### config.mk
export PLATFORM = sky130hd
export DESIGN_NAME = chip8_alu_sequencer
export DESIGN_NICKNAME = d
export VERILOG_FILES = /design/src/rtl/chip8_pkg.sv /design/src/rtl/chip8_regfile.sv /design/src/rtl/chip8_alu_sequencer.sv
export SDC_FILE = /design/constraint.sdc
export NUM_CORES = 1
export LEC_CHECK = 0
export BUFFER_PORTS_ARGS = -buffer_cell sky130_fd_sc_hd__buf_2
export CAP_MARGIN = 25
export CORE_UTILIZATION = 40
export CTS_CLUSTER_SIZE = 8
export DETAILED_ROUTE_END_ITERATION = 6
export GPL_TIMING_DRIVEN = 0
export HOLD_SLACK_MARGIN = 0.02
export PLACE_DENSITY_LB_ADDON = 0.05
export SKIP_CTS_REPAIR_TIMING = 1
export SLEW_MARGIN = 30
export SYNTH_ARGS = -nofsm -noshare
export SYNTH_HDL_FRONTEND = slang
export SYNTH_SLANG_ARGS = --single-unit
export TNS_END_PERCENT = 50
### constraint.sdc
create_clock -name clk -period 7.75 [get_ports clk]
set_input_delay 1.55 -clock clk [delete_from_list [all_inputs] [get_ports clk]]
set_output_delay 1.55 -clock clk [all_outputs]
set_load 0.005 [all_outputs]
### src/rtl/chip8_pkg.sv
// chip8_pkg: shared types and constants for the CHIP-8 8XYn execution path.
// Holds the sequencer state enum, opcode nibble codes, ALU select codes and
// small decode helpers used by the sequencer, the ALU and the register file.
package chip8_pkg;

  typedef enum logic [2:0] {
    ST_IDLE = 3'd0,
    ST_READ = 3'd1,
    ST_EXEC = 3'd2,
    ST_WB_X = 3'd3,
    ST_WB_F = 3'd4
  } seq_state_t;

  // Instruction class nibble for register-register ops.
  localparam logic [3:0] OP_CLASS_RR = 4'h8;

  // Low-nibble (n) codes of 8XYn.
  localparam logic [3:0] OP_LD   = 4'h0;
  localparam logic [3:0] OP_OR   = 4'h1;
  localparam logic [3:0] OP_AND  = 4'h2;
  localparam logic [3:0] OP_XOR  = 4'h3;
  localparam logic [3:0] OP_ADD  = 4'h4;
  localparam logic [3:0] OP_SUB  = 4'h5;
  localparam logic [3:0] OP_SHR  = 4'h6;
  localparam logic [3:0] OP_SUBN = 4'h7;
  localparam logic [3:0] OP_SHL  = 4'hE;

  // ALU operation select codes.
  localparam logic [2:0] ALU_SHL  = 3'd0;
  localparam logic [2:0] ALU_OR   = 3'd1;
  localparam logic [2:0] ALU_AND  = 3'd2;
  localparam logic [2:0] ALU_XOR  = 3'd3;
  localparam logic [2:0] ALU_ADD  = 3'd4;
  localparam logic [2:0] ALU_SUB  = 3'd5;
  localparam logic [2:0] ALU_SHR  = 3'd6;
  localparam logic [2:0] ALU_SUBN = 3'd7;

  localparam logic [3:0] VF_IDX = 4'hF;

  function automatic logic op_legal(input logic [15:0] op);
    return (op[15:12] == OP_CLASS_RR) && ((op[3] == 1'b0) || (op[3:0] == OP_SHL));
  endfunction

  // Ops whose carry/borrow/shifted-out bit is written to VF.
  function automatic logic op_sets_flag(input logic [3:0] n);
    return (n == OP_ADD) || (n == OP_SUB) || (n == OP_SHR) ||
           (n == OP_SUBN) || (n == OP_SHL);
  endfunction

  // SHL is the only legal nibble whose low three bits do not already match its select.
  function automatic logic [2:0] alu_sel(input logic [3:0] n);
    return (n == OP_SHL) ? ALU_SHL : n[2:0];
  endfunction

endpackage

### src/rtl/chip8_regfile.sv
// chip8_regfile: V0-VF register array, one synchronous write port, three
// combinational read ports (X, Y, debug). Writes visible the cycle after
// their edge; synchronous clear on reset. No flow control.
module chip8_regfile (
  input  logic       clk,
  input  logic       reset,
  input  logic       we,
  input  logic [3:0] waddr,
  input  logic [7:0] wdata,
  input  logic [3:0] x_addr,
  input  logic [3:0] y_addr,
  input  logic [3:0] dbg_addr,
  output logic [7:0] x_data,
  output logic [7:0] y_data,
  output logic [7:0] dbg_data
);

  logic [7:0] regs [16];

  always_ff @(posedge clk) begin
    if (reset) begin
      for (int i = 0; i < 16; i++) begin
        regs[i] <= 8'h00;
      end
    end else if (we) begin
      regs[waddr] <= wdata;
    end
  end

  assign x_data   = regs[x_addr];
  assign y_data   = regs[y_addr];
  assign dbg_data = regs[dbg_addr];

endmodule

### src/rtl/chip8_alu_sequencer.sv
// chip8_alu_sequencer: runs one 8XYn instruction through the external ALU and
// writes back Vx then VF. Latency: done pulses the cycle after edge 4 (legal)
// or edge 0 (illegal). start and ext_we are ignored while busy; no queueing.
// Ports: clk/reset; start/opcode/busy/done/illegal to the decoder;
// alu_op/alu_x/alu_y/alu_out/alu_carry to the ALU; ext_* external write;
// dbg_addr/dbg_data combinational register peek.
module chip8_alu_sequencer
  import chip8_pkg::*;
(
  input  logic        clk,
  input  logic        reset,
  input  logic        start,
  input  logic [15:0] opcode,
  output logic        busy,
  output logic        done,
  output logic        illegal,
  output logic [2:0]  alu_op,
  output logic [7:0]  alu_x,
  output logic [7:0]  alu_y,
  input  logic [7:0]  alu_out,
  input  logic        alu_carry,
  input  logic        ext_we,
  input  logic [3:0]  ext_addr,
  input  logic [7:0]  ext_wdata,
  input  logic [3:0]  dbg_addr,
  output logic [7:0]  dbg_data
);

  seq_state_t state, state_nxt;

  // Fields of the accepted instruction, held for the whole flight.
  logic [3:0] n_q;
  logic [3:0] x_q;
  logic [3:0] y_q;
  logic [7:0] res_q;
  logic       flag_q;

  logic       accept;
  logic       accept_illegal;
  logic       rf_we;
  logic [3:0] rf_waddr;
  logic [7:0] rf_wdata;
  logic [7:0] rf_x;
  logic [7:0] rf_y;

  chip8_regfile u_regfile (
    .clk      (clk),
    .reset    (reset),
    .we       (rf_we),
    .waddr    (rf_waddr),
    .wdata    (rf_wdata),
    .x_addr   (x_q),
    .y_addr   (y_q),
    .dbg_addr (dbg_addr),
    .x_data   (rf_x),
    .y_data   (rf_y),
    .dbg_data (dbg_data)
  );

  always_ff @(posedge clk) begin
    if (reset) begin
      state <= ST_IDLE;
    end else begin
      state <= state_nxt;
    end
  end

  // Next state and the single register-file write port mux.
  always_comb begin
    state_nxt      = state;
    accept         = 1'b0;
    accept_illegal = 1'b0;
    rf_we          = 1'b0;
    rf_waddr       = x_q;
    rf_wdata       = res_q;
    case (state)
      ST_IDLE: begin
        // The external write shares the accept edge, so READ sees it.
        if (ext_we) begin
          rf_we    = 1'b1;
          rf_waddr = ext_addr;
          rf_wdata = ext_wdata;
        end
        if (start) begin
          if (op_legal(opcode)) begin
            accept    = 1'b1;
            state_nxt = ST_READ;
          end else begin
            accept_illegal = 1'b1;
          end
        end
      end
      ST_READ: state_nxt = ST_EXEC;
      ST_EXEC: state_nxt = ST_WB_X;
      ST_WB_X: begin
        rf_we     = 1'b1;
        state_nxt = ST_WB_F;
      end
      ST_WB_F: begin
        // Flag lands after the result, so with X=F the flag wins.
        if (op_sets_flag(n_q)) begin
          rf_we    = 1'b1;
          rf_waddr = VF_IDX;
          rf_wdata = {7'b0, flag_q};
        end
        state_nxt = ST_IDLE;
      end
      default: state_nxt = ST_IDLE;
    endcase
  end

  assign busy = (state != ST_IDLE);

  always_ff @(posedge clk) begin
    if (reset) begin
      done    <= 1'b0;
      illegal <= 1'b0;
      n_q     <= 4'h0;
      x_q     <= 4'h0;
      y_q     <= 4'h0;
      alu_op  <= 3'd0;
      alu_x   <= 8'h00;
      alu_y   <= 8'h00;
      res_q   <= 8'h00;
      flag_q  <= 1'b0;
    end else begin
      done    <= accept_illegal || (state == ST_WB_F);
      illegal <= accept_illegal;
      if (accept) begin
        n_q <= opcode[3:0];
        x_q <= opcode[11:8];
        y_q <= opcode[7:4];
      end
      // Operands are latched here, so a Y=F source sees the pre-instruction VF.
      if (state == ST_READ) begin
        alu_x  <= rf_x;
        alu_y  <= rf_y;
        alu_op <= alu_sel(n_q);
      end
      if (state == ST_EXEC) begin
        res_q  <= (n_q == OP_LD) ? alu_y : alu_out;
        flag_q <= alu_carry;
      end
    end
  end

endmodule
==> reports/results.ini <==
[drt]
vias=7402
detail_route.first_pass.iterations=7
avgViaCountPerCell=6.49
remaining_drc_errors=0
route.detailed.wl_per_inst_microns=31.2
drt-total-wl_mm=35.6
drt-initial-drc-count=662
ant_nets=0

[floorplan]
die_area_sq_um=25900
die_h_microns=161
row_count=57
pin_count=75
die_w_microns=161
initial_core_util_pct=41.2
core_area_sq_um=24500

[logic_synthesis]
synthCells=712
synth_cell_types=57
syn_area_sq_um=10100
ys_ff_latch=173
ys.warnings.count=0
synth-seq-area-share_pct=46.9
syn_avg_cell_area_sq_um=14.2
syn_nets=757

[grt]
grt_pass1_wl_mm=50.9
antenna_found_initial=0
grt_start_max_net_pins=19
grt_pass1_vias=7566
grt-ovfl-total=0
grt_usage_pct=28.2

[critical_path]
cp.required_ns=6.20
r2r_end=u_regfile.regs[1][7]
end_kind=output pin
worstRegToRegCells=8
critPathKind=in -> out
worstReg2RegStart=state[2]
worstPathArrival_ns=3.67
worstSetupStartpointType=input pin
r2r_slack_ns=4.57
crit_path_max_fanout=10

[clocking]
path_clk_slew_ns=0.07
numCtsBuffers=17
cts-root-buf=clkbuf_16
htree_levels=4
clk_latency_ns=0.44
clockBufferDepth=2
cts_tree=done
clock-sinks=173

[placed_design]
dp.cells=1108
hpwl_mm=26.2
dpl_cell_area_sq_um=10900
pre_cts_slack_ns=2.59
port_buffers=71
place.gp.congestion=0.893

[timing]
slew_headroom_pct=28.7
setup_viol=0
period_share_pct=67.3
hold_violations=0
fin_tns_setup_ns=0
final.min_clock_period_ns=5.22
skew_ns=0.0122
rsz0062_at_grt=no
fmax_mhz=192
timing.hold.ws_ns=0.461
finalMaxSlewViolations=0
fin_ws_ns=2.53
tightest_slew_ns=1.07

[power]
p_total_mw=2.19
ir_drop_v=0.000108
p_leak_nw=3.70
pwr-share-comb_pct=11.7
power_frac_seq_pct=47.9
power.switching_mw=0.604
power.internal_mw=1.59
clkPwrFrac_pct=40.3
power_density_nw_per_um2=190
swShare_pct=27.6

[run]
maxCapViolCount=0

[hold_path]
hold_class=reg -> reg
hp-start=alu_op[2]
hold_path_end=alu_op[2]
hold_depth=2

[layout]
mostFrequentLayoutCell=edfxtp_1
antenna_cells=0
layout.cells.non_filler=1140
fin_nets=848
area_delta_synth_final_pct=14.0
fin_util_pct=46.9
mostFrequentLayoutCells=128 x edfxtp_1, 106 x nor3_1, 104 x mux4_2, 89 x buf_2, 59 x mux2i_1
drive_above_1_share_pct=36.6
final_area_sq_um=11500

[outcome]
outcome=finished clean

worst max path at each step:
stage                      startpoint          end  slack [ns]  cells after the start
after floorplan           dbg_addr[0]  dbg_data[0]        3.14                      4
after global placement    dbg_addr[0]  dbg_data[4]        2.60                      5
after detailed placement  dbg_addr[0]  dbg_data[4]        2.59                      5
after CTS                 dbg_addr[0]  dbg_data[4]        2.59                      5
after global routing      dbg_addr[0]  dbg_data[4]        2.51                      5
final                     dbg_addr[1]  dbg_data[4]        2.53                      5
routing by layer:
| layer | track usage (%) | up-vias | part of all wire, % |
|---|---|---|---|
| met2 | 45.4 | 442 | 48 |
| met1 | 37.5 | 3807 | 40 |
| li1 | - | 3079 | - |
| met4 | 12.5 | 0 | 3.7 |
| met5 | 0 | - | 0 |
| met3 | 4.73 | 74 | 7.9 |
Yosys cell counts, drive strengths merged:
| cell type | count | area share, % |
|---|---|---|
| buf | 45 | 3.2 |
| xnor2 | 1 | 0.087 |
| or2 | 3 | 0.19 |
| o211ai | 2 | 0.15 |
| a221oi | 1 | 0.15 |
| nor3b | 5 | 0.47 |
| edfxtp | 128 | 38 |
| a2111oi | 1 | 0.087 |
| and3 | 1 | 0.062 |
| nor2 | 33 | 1.2 |
| o21a | 1 | 0.074 |
| nand4bb | 1 | 0.11 |
| or3b | 3 | 0.26 |
| or3 | 4 | 0.25 |
| nand2b | 5 | 0.31 |
| and2 | 1 | 0.062 |
| o311ai | 1 | 0.087 |
| o221ai | 16 | 1.4 |
| or4b | 3 | 0.33 |
| a31oi | 1 | 0.062 |
| nand3b | 19 | 1.4 |
| nand3 | 1 | 0.049 |
| a21oi | 6 | 0.30 |
| mux4 | 104 | 23 |
| inv | 3 | 0.11 |
| nor3 | 126 | 7.3 |
| o21bai | 15 | 1.1 |
| clkbuf | 36 | 1.3 |
| o21ai | 2 | 0.17 |
| a21o | 1 | 0.074 |
| a211oi | 11 | 0.99 |
| nand2 | 10 | 0.42 |
| nor4b | 1 | 0.087 |
| nor2b | 5 | 0.31 |
| dfxtp | 45 | 8.9 |
| a221o | 1 | 0.099 |
| mux2i | 64 | 6.9 |
| or2b | 1 | 0.087 |
| nor4 | 2 | 0.27 |
| a31o | 1 | 0.087 |
| a311oi | 1 | 0.15 |
| a211o | 1 | 0.087 |
area by class of cell:
class | instances | area [sq um]
clock buffer | 19 | 464
fill | 2270 | 13000
multi-input combinational | 455 | 4930
inverter | 3 | 11.3
tap | 324 | 405
sequential | 173 | 4740
buffer | 81 | 463
clock inverter | 13 | 140
timing repair buffer | 72 | 360
power by group through the flow:
stage	registers (mW)	logic [mW]	clock network [mW]
2_1_floorplan	1.06	0.163	0
3_3_place_gp	1.07	0.251	0
3_5_place_dp	1.07	0.255	0
4_1_cts	1.05	0.256	0.885
5_1_grt	1.05	0.270	0.924
6_report	1.05	0.257	0.884
worst max-delay path, cell delays in order:
cell and delay (ns):
buf_2 0.15, clkbuf_1 0.81, mux4_2 0.46, mux4_2 0.53, buf_2 0.15
flip-flops by register name (all words and copies together) (netlist names), 3 cells and up:
name / flops
u_regfile.regs: 128
alu_x: 8
alu_y: 8
res_q: 8
n_q: 4
x_q: 4
y_q: 4
alu_op: 3
state: 3
kinds of logic (layout without fill, tap and decap cells):
family | after synthesis | after routing | share of synthesized area, %
simple gates | 224 | 224 | 13.2
flops | 173 | 173 | 46.9
mux | 168 | 168 | 30.0
buf+inv | 84 | 188 | 4.67
compound gates | 62 | 62 | 5.06
xor+xnor | 1 | 1 | 0.0867
Note: power is estimated with default switching activity, not from simulation.
